===== config.mk =====
export PLATFORM = sky130hd
export DESIGN_NAME = uart_rx_fifo
export DESIGN_NICKNAME = d
export VERILOG_FILES = /design/src/rtl/uart_rx_fifo.sv
export SDC_FILE = /design/constraint.sdc
export NUM_CORES = 1
export LEC_CHECK = 0
export BUFFER_PORTS_ARGS = -buffer_cell sky130_fd_sc_hd__buf_4
export CAP_MARGIN = 20
export CORE_UTILIZATION = 56
export CTS_CLUSTER_DIAMETER = 200
export DETAILED_ROUTE_END_ITERATION = 16
export PLACE_DENSITY = 0.88
export SKIP_CTS_REPAIR_TIMING = 1
export SYNTH_ARGS = -nofsm -noshare
export SYNTH_HDL_FRONTEND = slang
export SYNTH_SLANG_ARGS = --single-unit

===== constraint.sdc =====
create_clock -name clk -period 3.7 [get_ports clk]
set_input_delay 0.37 -clock clk [delete_from_list [all_inputs] [get_ports clk]]
set_output_delay 0.37 -clock clk [all_outputs]
set_load 0.02 [all_outputs]

===== src/rtl/uart_rx_fifo.sv =====
// 8N1 UART receiver with a show-ahead receive FIFO, clocked by the core clock.
// Bit timing comes from an internal clock-cycle counter; the rx pin is synchronised before use.
module uart_rx_fifo #(
  parameter int CLKS_PER_BIT = 10416,
  parameter int FIFO_DEPTH   = 16,
  parameter int ADDR_W       = 4
) (
  input  logic              clk,
  input  logic              reset,
  input  logic              rx,
  input  logic              rd_en,
  input  logic              clr_err,
  output logic [7:0]        rd_data,
  output logic              empty,
  output logic              full,
  output logic [ADDR_W:0]   count,
  output logic              overrun,
  output logic              frame_err
);

  localparam int CNT_W = $clog2(CLKS_PER_BIT);
  localparam logic [CNT_W-1:0]  MID  = CNT_W'(CLKS_PER_BIT / 2);
  localparam logic [CNT_W-1:0]  LAST = CNT_W'(CLKS_PER_BIT - 1);
  localparam logic [ADDR_W:0]   FULL_COUNT = (ADDR_W + 1)'(FIFO_DEPTH);

  typedef enum logic [2:0] {IDLE, START, DATA, STOP, BREAK} state_t;

  state_t            state, state_nx;
  logic              rx_meta, rx_s, rx_prev;
  logic [CNT_W-1:0]  bit_cnt;
  logic [2:0]        bit_idx;
  logic [7:0]        shift;
  logic              cnt_clr, bit_clr, sample, push_req, frame_set;

  logic [7:0]        mem [FIFO_DEPTH];
  logic [ADDR_W-1:0] wr_ptr, rd_ptr;
  logic              do_push, do_pop;

  // Synchroniser and previous-sample flop for falling-edge detection; idle level is 1.
  always_ff @(posedge clk) begin
    // NOTE: sequential state uses non-blocking assignments so every flop samples pre-edge values.
    if (!reset) begin
      rx_meta <= 1'b1;
      rx_s    <= 1'b1;
      rx_prev <= 1'b1;
    end else begin
      rx_meta <= rx;
      rx_s    <= rx_meta;
      rx_prev <= rx_s;
    end
  end

  always_comb begin
    // NOTE: every output of this block gets a default first so no path infers a latch.
    state_nx  = state;
    cnt_clr   = 1'b0;
    bit_clr   = 1'b0;
    sample    = 1'b0;
    push_req  = 1'b0;
    frame_set = 1'b0;
    unique case (state)
      IDLE: begin
        cnt_clr = 1'b1;
        if (rx_prev && !rx_s) state_nx = START;
      end
      START: begin
        if (bit_cnt == MID) begin
          cnt_clr = 1'b1;
          if (!rx_s) begin
            state_nx = DATA;
            bit_clr  = 1'b1;
          end else begin
            state_nx = IDLE;
          end
        end
      end
      DATA: begin
        if (bit_cnt == LAST) begin
          cnt_clr = 1'b1;
          sample  = 1'b1;
          if (bit_idx == 3'd7) state_nx = STOP;
        end
      end
      STOP: begin
        if (bit_cnt == LAST) begin
          cnt_clr = 1'b1;
          if (rx_s) begin
            push_req = 1'b1;
            state_nx = IDLE;   // straight to IDLE so a zero-gap next start edge is caught
          end else begin
            frame_set = 1'b1;
            state_nx  = BREAK;
          end
        end
      end
      BREAK: begin
        cnt_clr = 1'b1;
        if (rx_s) state_nx = IDLE;
      end
      default: state_nx = IDLE;
    endcase
  end

  always_ff @(posedge clk) begin
    if (!reset) begin
      state   <= IDLE;
      bit_cnt <= '0;
      bit_idx <= '0;
      shift   <= '0;
    end else begin
      state   <= state_nx;
      bit_cnt <= cnt_clr ? '0 : bit_cnt + 1'b1;
      if (bit_clr)     bit_idx <= '0;
      else if (sample) bit_idx <= bit_idx + 1'b1;
      if (sample)      shift   <= {rx_s, shift[7:1]};
    end
  end

  // A push into a full FIFO still lands when the same cycle pops the head.
  assign do_pop  = rd_en && !empty;
  assign do_push = push_req && (!full || rd_en);

  // NOTE: the storage array is not reset; occupancy is tracked by the pointers and count alone.
  always_ff @(posedge clk) begin
    if (do_push) mem[wr_ptr] <= shift;
  end

  always_ff @(posedge clk) begin
    if (!reset) begin
      wr_ptr    <= '0;
      rd_ptr    <= '0;
      count     <= '0;
      overrun   <= 1'b0;
      frame_err <= 1'b0;
    end else begin
      if (do_push) wr_ptr <= wr_ptr + 1'b1;
      if (do_pop)  rd_ptr <= rd_ptr + 1'b1;
      unique case ({do_push, do_pop})
        2'b10:   count <= count + 1'b1;
        2'b01:   count <= count - 1'b1;
        default: count <= count;
      endcase
      if (push_req && full && !rd_en) overrun <= 1'b1;
      else if (clr_err)               overrun <= 1'b0;
      if (frame_set)    frame_err <= 1'b1;
      else if (clr_err) frame_err <= 1'b0;
    end
  end

  assign empty   = (count == '0);
  assign full    = (count == FULL_COUNT);
  assign rd_data = empty ? 8'h00 : mem[rd_ptr];

endmodule


==> results of run 1 <==
[how the worst min path moves through the flow]
| stage | startpoint | end |
|---|---|---|
| floorplan | rx_meta$_SDFF_PN1_ | rx_s$_SDFF_PN1_ |
| detailed placement | rx_meta$_SDFF_PN1_ | rx_s$_SDFF_PN1_ |
| global placement | rx_meta$_SDFF_PN1_ | rx_s$_SDFF_PN1_ |
| finish | rx | rx_meta$_SDFF_PN1_ |
| global route | rx | rx_meta$_SDFF_PN1_ |
| CTS | rx | rx_meta$_SDFF_PN1_ |
[sequential cells by signal, indices dropped and copies added (netlist names), 3 cells and up, named ones only]
register and flops:
shift 8, wr_ptr 4, mem 128, rd_ptr 4, state 3, bit_idx 3
bit_cnt 14, count 5
[cell usage in the layout, fill, tap and decap left out, drive strengths merged, types with 8 or more instances in the layout]
cell / instances
ha: 12
nand2b: 11
o22ai: 8
clkbuf: 17
a21oi: 22
nor2: 16
xnor2: 10
mux4: 32
nand2: 18
buf: 34
nor3: 19
edfxtp: 128
nand3: 18
mux2i: 24
dfxtp: 50
inv: 12
o21ai: 16
[cell families after synthesis]
| group | Yosys count | synth area share |
|---|---|---|
| muxes | 56 | 0.130 |
| adders and majority gates | 12 | 0.0203 |
| buffers and inverters | 37 | 0.0206 |
| DFF | 178 | 0.654 |
| xor gates and xnor gates | 17 | 0.0201 |
| and+or+nand+nor | 135 | 0.112 |
| AOI/OAI and AO/OA | 56 | 0.0431 |
[area by class of cell]
cell class	instances	area, um2	share of cell area
clock buffer	17	425	0.0510
clock inverter	14	156	0.0188
timing repair buffer	34	255	0.0306
sequential	178	4850	0.581
tap	172	215	0.0258
inverter	9	33.8	0.00405
multi-input combinational	276	2410	0.289
[through the flow]
stage / hold WS [ps] / std cells
6_report: 126 / 700
3_3_place_gp: 391 / 668
2_1_floorplan: 386 / 491
3_5_place_dp: 414 / 668
5_1_grt: 144 / 700
4_1_cts: 113 / 699
[where the power goes]
group	switching, mW	leakage (nW)	total [mW]	internal, mW
Sequential	0.00341	1.59	2.11	2.11
Combinational	0.0157	0.804	0.0260	0.0102
Clock	0.760	0.261	1.76	0.998
[metal layers]
layer / track usage / wire [um]
met4: 0.116 / 376
met1: 0.309 / 6100
met5: 0 / 0
met3: 0.0433 / 829
met2: 0.417 / 7720
[worst register-to-register path, cell delays in order, from the launching register on]
cell	delay, ps
sky130_fd_sc_hd__dfxtp_1	400
sky130_fd_sc_hd__or4_1	670
sky130_fd_sc_hd__o31a_1	330
sky130_fd_sc_hd__and3_1	210
sky130_fd_sc_hd__inv_1	80
sky130_fd_sc_hd__ha_2	290
sky130_fd_sc_hd__xor2_1	200
sky130_fd_sc_hd__ha_1	250
sky130_fd_sc_hd__a21oi_1	80
sky130_fd_sc_hd__or3b_2	460
sky130_fd_sc_hd__a31oi_1	240
sky130_fd_sc_hd__mux2i_1	200
==> run summary, run 1 <==
Dividing the detail-routed wire length by the instance count gives 21.5 um. The clock insertion delay at the later pin of the skew report is 420 ps, and the synthesized cell area is 7400 um2. The run gives 0.580 as the initial standard-cell utilization of the core. For the number of filler instances in the final layout, the log shows 867. The most critical setup path has its startpoint at count[1]$_SDFFE_PN0P_. The maximum achievable frequency was 0.288 GHz.

By count the netlist is led by 128 x sky130_fd_sc_hd__edfxtp_1, 50 x sky130_fd_sc_hd__dfxtp_1, 32 x sky130_fd_sc_hd__mux4_2. Max-cap violations in this run came to 0. For this design the static power due to leakage is 2.65 nW. In this run the number of cells on the critical path is 11.

The number of rows created at floorplan was 41. After detailed routing, the number of vias per cell comes to 6.27. In this run, synthesis produced a sequential element count of 178.

Setup clock skew after layout: 5.65 ps. The number of detailed-routing iterations run before antenna repair was 5; the clock input transition at the sequential cells of the worst setup and hold paths was 70 ps. The wire-length estimate of the detail-placed layout is 9.28 mm. The share of the cycle needed by the critical path after routing was 0.939.

The worst path needs 3470 ps of the cycle, external delays included. The path depth of the worst reg2reg path works out to 11. The maximum single-stage delay on the critical path was 670 ps. The first-pass GRT wire length is 23.8 mm, and the number of nets with antenna violations after detailed routing is 0.

In the post-synthesis netlist, the biggest area contributors are sky130_fd_sc_hd__edfxtp_1 52%, sky130_fd_sc_hd__dfxtp_1 14%, sky130_fd_sc_hd__mux4_2 9.7%. The path class of the tightest hold or removal check is in2reg. The share of cells above drive strength 1 is 0.206, and the cell area reported after detailed placement is 7750 um2. Measured along the y axis, the die boundary spans 117 um. In the final timing run, aggregate negative setup slack is 0 ps.

DRC violation count after routing: 0. The tools report the data arrival time of the worst path as 3830 ps. For this design the ratio of total power to cell area is 467 nW/um2.

The tools report the power consumption as 3.90 mW. Total routing resource utilization after global routing: 0.245. STA classifies the critical path startpoint as a flop. Wires add up to 15.0 mm.

Across all register-to-register paths, the minimum setup slack is 230 ps. The buffers plus inverters on the worst setup path works out to 1. The flow ran to the end, and the final reports show no timing, DRC or antenna violations.

Setup slack closes at 226 ps. The die is 117 um wide. The number of top-level pins is 22. The area added between synthesis and finish works out to 12.7%.

The fraction of the yosys area taken by sequential cells was 0.654. For the number of global-route vias before repair, the log shows 4389. The detailed router placed 4388 vias in this run. Setup repair after global routing left no endpoint under its margin.

The largest total area in the synthesized netlist belongs to sky130_fd_sc_hd__edfxtp_1. In this run the worst path has a maximum fanout of 9. At the end of routability-driven placement, the weighted congestion stood at 0.813. The final-report setup violation count was 0. In this run the deepest clock path goes through 2 buffers. The final layout contains 533 nets.

Predominant post-synthesis flop cell: sky130_fd_sc_hd__edfxtp_1. In this run, CTS created clock tree buffers numbering 17. The most instantiated library cell after synthesis is sky130_fd_sc_hd__edfxtp_1. After technology mapping, the gate count stands at 491. The number of buffers added on ports was 21. The share of async-settable or async-resettable flops after synthesis was 0; the worst slew slack as a fraction of its limit was 0.249. The floorplan step defined a die boundary enclosing 13700 um2.

In this run the critical register-to-register path is launched from count[1]$_SDFFE_PN0P_. The area fraction of the dominant cell type after synthesis came out at 0.519. When the netlist entered floorplanning its net count stood at 508. The tools report the number of antenna violations at the first check in global routing as 0.

The H-tree generated during clock tree synthesis spans 4 levels. The worst-margin pin slew was 1130 ps; the mean post-synth cell area was 15.1 um2. Capture point of the worst path: count[4]$_SDFFE_PN0P_.

The post-layout utilization of the core was 0.653; the total global routing overflow was 0. For the required time reported for the critical path endpoint, the log shows 4060 ps. The kind of critical path was reg2reg. The endpoint identified for the worst register-to-register timing path is count[4]$_SDFFE_PN0P_. The top cell family by delay on the critical path was simple AND/OR/NAND/NOR gates. The worst hold path passes through 2 cells.

The critical path goes through or4_1 > o31a_1 > and3_1 > inv_1 > ha_2 > xor2_1 > ha_1 > a21oi_1 > or3b_2 > a31oi_1 > mux2i_1. TritonCTS built the clock tree. Entering global routing, the biggest net connects 33 pins.

In this run the clock root is driven by a sky130_fd_sc_hd__clkbuf_16. Synthesis instantiated 53 different standard cells from the library. The logs give 0 for the final hold violation count and 520 for the number of design-rule violations left by the first detailed-router iteration. The tools report the final number of max-transition violations as 0. The slowest stage of the critical path is the sky130_fd_sc_hd__or4_1 cell.

The number of enable-type register cells in the synthesized netlist works out to 128. Endpoint type of the worst setup path: a flop. VDD sags by at most 0.000213 V. The count of yosys warnings during synthesis is 0. The finished cells cover 8340 um2.

The run gives 178 as the clock sink total. The core region is 12800 um2. OpenSTA, run right after detailed placement, puts the worst setup slack at 216 ps. 0 antenna diodes ended up in the layout.
Note: power is estimated with default switching activity, not from simulation.
==> run 2, diff against run 1 <==
==> config.mk (replaced) <==
export PLATFORM = sky130hd
export DESIGN_NAME = uart_rx_fifo
export DESIGN_NICKNAME = d
export VERILOG_FILES = /design/src/rtl/uart_rx_fifo.sv
export SDC_FILE = /design/constraint.sdc
export NUM_CORES = 1
export LEC_CHECK = 0
export BUFFER_PORTS_ARGS = -buffer_cell sky130_fd_sc_hd__buf_2
export CAP_MARGIN = 20
export CORE_UTILIZATION = 62
export CTS_CLUSTER_DIAMETER = 200
export DETAILED_ROUTE_END_ITERATION = 16
export PLACE_DENSITY = 0.91
export SKIP_CTS_REPAIR_TIMING = 1
export SYNTH_ARGS = -nofsm -noshare
export SYNTH_HDL_FRONTEND = slang
export SYNTH_SLANG_ARGS = --single-unit
==> constraint.sdc (replaced) <==
create_clock -name clk -period 3.6 [get_ports clk]
set_input_delay 0.36 -clock clk [delete_from_list [all_inputs] [get_ports clk]]
set_output_delay 0.36 -clock clk [all_outputs]
set_load 0.02 [all_outputs]
==> run 2 against run 1 <==
Against the previous run:
- the run now ends with DRC left
- register-to-register slack better by 60 ps
- global-route usage up 2.3 points
- cell area down 0.78%
- critical path depth unchanged
- non-clock buffer count unchanged
- worst setup slack better by 61 ps
==> run summary, run 2 (synthesis gave the netlist of run 1 again) <==
Startpoint type of the worst setup path: a flop (unchanged). The kind of critical path was reg2reg (unchanged). The number of nets with antenna violations after detailed routing is 0 (unchanged). Total global routing overflow: 0 (unchanged). The largest net degree at the start of global routing is 33 (unchanged), and the H-tree level count is 4 (unchanged). The number of antenna repair diodes came out at 0 (unchanged). The endpoint type of the worst setup path was a flop (unchanged). The area added between synthesis and finish is 11.8% (was 12.7%), and the die boundary width is 111 um (was 117 um). The clock sink total was 178 (unchanged). The number of top-level pins is 22 (unchanged). The leakage component of the power was 2.69 nW (was 2.65 nW). The worst-margin pin slew was 1110 ps (was 1130 ps). The total via count after detailed routing was 4400 (was 4388). The commonest non-fill, non-tap cell in the layout was sky130_fd_sc_hd__edfxtp_1 (unchanged).

The final-report setup violation count was 0 (unchanged); the HPWL reported at the end of detailed placement was 9.26 mm (was 9.28 mm). The logs give 3970 ps (was 4060 ps) for the required time reported for the critical path endpoint and 0 (unchanged) for the number of max-capacitance violations reported. Type of the tightest min-delay check: in2reg (unchanged).

The flip-flop count of the largest register after layout came out at 128 (unchanged). For the relative contribution of combinational cells to total power, the log shows 0.006 (was 0.007). The worst ir drop on vdd is 0.000310 V (was 0.000213 V). The share of cells above drive strength 1 was 0.206 (about the same); the final number of max-transition violations was 0 (unchanged).

Critical hold path startpoint: rx (unchanged). The total die area was 12400 um2 (was 13700 um2); the maximum buffer depth of the clock tree was 2 (unchanged). The detail-routed net length per standard cell is 22.9 um (was 21.5 um), and the total negative slack is 0 ps (unchanged). Maximum achievable frequency: 0.302 GHz (was 0.288 GHz). The number of antenna violations at the first check in global routing was 0 (unchanged); the routability-driven placement congestion ratio was 0.871 (was 0.813). The number of global-route vias before repair is 4387 (was 4389). Leading registers by flop count: mem (128), bit_cnt (14), shift (8) (unchanged). The share of the cycle needed by the critical path after routing was 0.920 (was 0.939); the number of rows created at floorplan was 39 (was 41). The switching power of the nets was 0.804 mW (was 0.779 mW).

Setup clock skew after layout: 12.0 ps (was 5.65 ps). The logs give 4.08 mW (was 3.90 mW) for the power consumption and 15.4 mm (was 15.0 mm) for the overall routed net length. The data arrival time of the worst path was 3680 ps (was 3830 ps); the detail-routed via count per cell was 6.55 (was 6.27). The tools report the minimum setup slack among reg-to-reg paths as 290 ps (was 230 ps).

The final hold violation count is 0 (unchanged), and the final instance count without filler cells is 672 (was 700). The post-layout utilization of the core was 0.719 (was 0.653). The die height works out to 111 um (was 117 um).

The tools report the number of detailed-routing iterations run before antenna repair as 11 (was 5). The logs give 0.461 (was 0.451) for the share of power burned in the clock network and 4 (was 0) for the DRC violation count after routing. The clock input transition at the sequential cells of the worst setup and hold paths works out to 60 ps (was 70 ps).

The checks that failed: DRC. The first-pass GRT wire length is 24.3 mm (was 23.8 mm), and the net switching share of the total power is 0.197 (was 0.200). The number of design-rule violations left by the first detailed-router iteration was 498 (was 520). Leading cell types in the layout, fill and taps excluded: 128 x sky130_fd_sc_hd__edfxtp_1, 49 x sky130_fd_sc_hd__dfxtp_1, 32 x sky130_fd_sc_hd__mux4_2 (was 128 x sky130_fd_sc_hd__edfxtp_1, 49 x sky130_fd_sc_hd__dfxtp_1, 34 x sky130_fd_sc_hd__buf_4). Setup repair after global routing left no endpoint under its margin. The tools report the timing startpoint of the critical path as count[1]$_SDFFE_PN0P_ (unchanged). The sequential fraction of design power was 0.533 (was 0.542); the largest fanout on the critical path was 9 (unchanged). Core box area: 11500 um2 (was 12800 um2).

The total clock buffers created by CTS came out at 17 (unchanged). The worst flop-to-flop path startpoint was count[1]$_SDFFE_PN0P_ (unchanged). The tools report the worst slew slack as a fraction of its limit as 0.258 (was 0.249). For the final net count, the log shows 533 (unchanged). The run finished, with violations left. The internal power of the cells came out at 3.28 mW (was 3.12 mW). Total routing resource utilization after global routing: 0.269 (was 0.245). The tools report the clock tree root buffer cell as sky130_fd_sc_hd__clkbuf_16 (unchanged).

The number of buffers added on ports is 21 (unchanged). The clock insertion delay at the later pin of the skew report was 440 ps (was 420 ps). TritonCTS built the clock tree.

The time the final worst path needs with I/O delays and setup was 3310 ps (was 3470 ps); the power density of the placed cells was 493 nW/um2 (was 467 nW/um2). Initial standard-cell utilization of the core: 0.643 (was 0.580). The register bank with the most flops is mem (unchanged). The tools report the number of placed instances with taps included as 639 (was 668).
-- run 2: cell types whose count changed in the layout (fill, tap and decap cells not counted), sizes merged --
cell	change
inv	-1
bufinv	+1
clkinvlp	-5
clkinv	+6
-- run 2: cell type report --
class	count	area, um2
inverters	9	33.8
multi-input cells	276	2410
fillers	712	3240
well taps	143	179
clock inverters	15	183
flip-flops and latches	178	4850
clock buffers	17	425
repair buffers	34	203
-- run 2: worst max-delay path, cell delays in order (launching register included) --
cell                      delay [ps]
sky130_fd_sc_hd__dfxtp_1         390
sky130_fd_sc_hd__or4_1           670
sky130_fd_sc_hd__o31a_1          330
sky130_fd_sc_hd__and3_1          210
sky130_fd_sc_hd__inv_1            80
sky130_fd_sc_hd__ha_1            190
sky130_fd_sc_hd__xor2_1          190
sky130_fd_sc_hd__ha_1            250
sky130_fd_sc_hd__a21oi_1          80
sky130_fd_sc_hd__or3b_2          440
sky130_fd_sc_hd__a31oi_1         220
sky130_fd_sc_hd__mux2i_1         200
-- run 2: per-stage QoR --
step | hold slack (ps) | cell area [um2] | setup slack [ps]
floorplan | 386 | 7400 | 87.4
global placement | 391 | 7660 | 488
detailed placement | 396 | 7660 | 349
CTS | 107 | 8270 | 308
global route | 115 | 8280 | 49.7
finish | 112 | 8280 | 286
-- run 2: final timing paths --
| path | to | depth (start not counted) |
|---|---|---|
| hold / removal | rx_meta$_SDFF_PN1_ | 2 |
| setup reg to reg | count[4]$_SDFFE_PN0P_ | 11 |
| setup / recovery | count[4]$_SDFFE_PN0P_ | 11 |
| hold reg to reg | rx_s$_SDFF_PN1_ | 1 |
-- run 2: per-layer routing --
metal / track usage / part of all wire
met3: 0.0514 / 0.062
met5: 0 / 0
met4: 0.125 / 0.022
met1: 0.346 / 0.40
met2: 0.444 / 0.52
-- run 2: power groups by stage --
stage	Sequential, mW	Clock (mW)	Combinational, mW
5_1_grt	2.17	1.97	0.0284
3_3_place_gp	2.22	0	0.0227
3_5_place_dp	2.22	0	0.0248
2_1_floorplan	2.21	0	0.0194
4_1_cts	2.17	1.89	0.0254
6_report	2.17	1.88	0.0264
==> run 3, diff against run 2 <==
--- a/config.mk
+++ b/config.mk
@@ -11,6 +11,7 @@
 export CTS_CLUSTER_DIAMETER = 200
 export DETAILED_ROUTE_END_ITERATION = 16
 export PLACE_DENSITY = 0.91
+export RECOVER_POWER = 25
 export SKIP_CTS_REPAIR_TIMING = 1
 export SYNTH_ARGS = -nofsm -noshare
 export SYNTH_HDL_FRONTEND = slang
==> run 3 against run 2 <==
Against the previous run:
- the flow still finishes with violations (DRC)
- utilization is essentially flat
- count of clock-buffer cells in the layout is the same
- wire length is essentially flat
- clock power is essentially flat
- critical path depth is the same
- die area is the same
- power is essentially flat
- clock skew is essentially flat
- register-to-register slack is essentially flat
- critical path type unchanged
- critical endpoint unchanged
- largest power group unchanged
- highest routed layer unchanged
==> run summary, run 3 (synthesis gave the netlist of run 1 again) <==
The run gives 0.461 (about the same) as the share of power burned in the clock network. Type of the tightest min-delay check: in2reg (unchanged). The clock sink total is 178 (unchanged).

The number of cells on the worst hold path was 2 (unchanged). The worst ir drop on vdd is 0.000309 V (was 0.000310 V). The run finished, with violations left. The tools report the startpoint type of the worst setup path as a flop (unchanged).

The terminating pin of the worst hold path was rx_meta$_SDFF_PN1_ (unchanged). The timing startpoint of the critical path was count[1]$_SDFFE_PN0P_ (unchanged). The overall routed net length was 15.4 mm (about the same).

The total clock buffers created by CTS is 17 (unchanged). For the first-pass GRT wire length, the log shows 24.3 mm (unchanged). Critical hold path startpoint: rx (unchanged). The flip-flop count of the largest register after layout was 128 (unchanged). The area added between synthesis and finish works out to 11.8% (about the same). The number of detailed-routing iterations run before antenna repair is 12 (was 11), and the die height is 111 um (unchanged). For the final instance count without filler cells, the log shows 672 (unchanged). For the total global routing overflow, the log shows 0 (unchanged).

The largest net degree at the start of global routing was 33 (unchanged). The logs give 7.99 mm (was 7.98 mm) for the routed length on met2 and 498 (unchanged) for the number of design-rule violations left by the first detailed-router iteration. The tools report the leakage component of the power as 2.68 nW (was 2.69 nW). The tools report the routed length on met3 as 926 um (was 958 um). The worst-margin pin slew was 1100 ps (was 1110 ps). For the routed metal-1 wire length, the log shows 6.13 mm (was 6.11 mm).

Leading registers by flop count: mem (128), bit_cnt (14), shift (8) (unchanged). The share of the cycle needed by the critical path after routing works out to 0.920 (about the same). The total via count after detailed routing was 4392 (was 4400); the number of nets with antenna violations after detailed routing was 0 (unchanged).

The detail-routed net length per standard cell is 22.9 um (about the same), and the maximum buffer depth of the clock tree is 2 (unchanged). For the H-tree level count, the log shows 4 (unchanged). The total routing resource utilization after global routing was 0.269 (unchanged); the power density of the placed cells was 493 nW/um2 (about the same). The number of global-route vias before repair was 4387 (unchanged); the share of cells above drive strength 1 was 0.204 (was 0.206).

TritonCTS built the clock tree. The tools report the total negative slack as 0 ps (unchanged). The initial standard-cell utilization of the core came out at 0.643 (unchanged). Register bank with the most flops: mem (unchanged). Clock insertion delay at the later pin of the skew report: 440 ps (about the same).

The number of antenna repair diodes is 0 (unchanged). Final net count: 533 (unchanged). Kind of critical path: reg2reg (unchanged). The path depth of the worst reg2reg path came out at 11 (unchanged). The endpoint type of the worst setup path is a flop (unchanged). The logs give 0.302 GHz (about the same) for the maximum achievable frequency and 0 (unchanged) for the number of max-capacitance violations reported.

The data arrival time of the worst path came out at 3680 ps (about the same). The final number of max-transition violations was 0 (unchanged). The number of filler instances in the final layout is 713 (was 712), and the number of top-level pins is 22 (unchanged).

The relative contribution of combinational cells to total power was 0.006 (about the same). The logs give 0.268 (was 0.258) for the worst slew slack as a fraction of its limit and 3960 ps (was 3970 ps) for the required time reported for the critical path endpoint. For the post-route worst hold slack, the log shows 113 ps (was 112 ps).

The sequential fraction of design power is 0.532 (was 0.533), and the clock input transition at the sequential cells of the worst setup and hold paths is 60 ps (about the same). For the setup clock skew after layout, the log shows 11.9 ps (was 12.0 ps). Setup repair after global routing left no endpoint under its margin. For the switching power of the nets, the log shows 0.805 mW (was 0.804 mW). The die boundary width is 111 um (unchanged). Worst flop-to-flop path startpoint: count[1]$_SDFFE_PN0P_ (unchanged). The run gives 11500 um2 (unchanged) as the core box area. The time the final worst path needs with I/O delays and setup was 3310 ps (about the same); the number of placed instances with taps included was 639 (unchanged).

Number of antenna violations at the first check in global routing: 0 (unchanged). The detail-routed via count per cell is 6.54 (was 6.55). For the internal power of the cells, the log shows 3.28 mW (about the same).

The routability-driven placement congestion ratio was 0.871 (unchanged). The final hold violation count is 0 (unchanged). The DRC violation count after routing is 4 (unchanged), and the final-report setup violation count is 0 (unchanged). For the total die area, the log shows 12400 um2 (unchanged).

Commonest non-fill, non-tap cell in the layout: sky130_fd_sc_hd__edfxtp_1 (unchanged). The run gives 9.26 mm (unchanged) as the HPWL reported at the end of detailed placement. The minimum setup slack among reg-to-reg paths is 290 ps (about the same).

The net switching share of the total power is 0.197 (about the same). The uppermost signal routing layer after detailed routing is met4 (unchanged). Leading cell types in the layout, fill and taps excluded: 128 x sky130_fd_sc_hd__edfxtp_1, 49 x sky130_fd_sc_hd__dfxtp_1, 32 x sky130_fd_sc_hd__mux4_2 (unchanged). Violated checks: DRC (unchanged).

Clock tree root buffer cell: sky130_fd_sc_hd__clkbuf_16 (unchanged). The number of buffers added on ports was 21 (unchanged). The largest fanout on the critical path was 9 (unchanged); the number of rows created at floorplan was 39 (unchanged). The tools report the terminus of the critical flop-to-flop path as count[4]$_SDFFE_PN0P_ (unchanged).
run 3: layout make-up:
cell class              instances  area (um2)  share of cell area
flip-flops and latches        178        4850               0.586
multi-input cells             276        2410               0.291
clock buffers                  17         425              0.0514
repair buffers                 34         201              0.0243
clock inverters                15         183              0.0221
well taps                     143         179              0.0216
inverters                       9        33.8             0.00408
run 3: worst max path at each step:
stage	to	slack [ps]	depth (start not counted)
final	count[4]$_SDFFE_PN0P_	290	11
after global routing	count[4]$_SDFFE_PN0P_	50	11
after CTS	count[4]$_SDFFE_PN0P_	310	11
after detailed placement	count[4]$_SDFFE_PN0P_	350	11
after global placement	count[4]$_SDFFE_PN0P_	490	11
after floorplan	count[4]$_SDFFE_PN0P_	90	15
run 3: stage by stage:
stage	power (mW)	setup WS [ps]	util	area (um2)
2_1_floorplan	2.23	87.4	-	7400
5_1_grt	4.17	49.4	0.718	8270
4_1_cts	4.09	308	0.718	8270
3_3_place_gp	2.24	488	0.665	7660
3_5_place_dp	2.24	349	0.665	7660
6_report	4.08	288	0.718	8270
run 3: critical path, stage by stage, from the launching register on:
cell and delay [ps]:
sky130_fd_sc_hd__dfxtp_1 390, sky130_fd_sc_hd__or4_1 670, sky130_fd_sc_hd__o31a_1 330, sky130_fd_sc_hd__and3_1 210, sky130_fd_sc_hd__inv_1 80, sky130_fd_sc_hd__ha_1 190
sky130_fd_sc_hd__xor2_1 190, sky130_fd_sc_hd__ha_1 240, sky130_fd_sc_hd__a21oi_1 80, sky130_fd_sc_hd__or3b_2 440, sky130_fd_sc_hd__a31oi_1 220, sky130_fd_sc_hd__mux2i_1 200
run 3: power groups by stage:
| stage | combinational, mW | sequential (mW) | clock, mW |
|---|---|---|---|
| after floorplan | 0.0194 | 2.21 | 0 |
| after global placement | 0.0227 | 2.22 | 0 |
| after detailed placement | 0.0248 | 2.22 | 0 |
| after CTS | 0.0254 | 2.17 | 1.89 |
| after global routing | 0.0283 | 2.17 | 1.97 |
| final | 0.0262 | 2.17 | 1.88 |
run 3: per-layer routing:
| layer | vias up | GRT usage |
|---|---|---|
| li1 | 1972 | - |
| met1 | 2200 | 0.346 |
| met2 | 196 | 0.444 |
| met3 | 24 | 0.0514 |
| met4 | 0 | 0.125 |
| met5 | - | 0 |
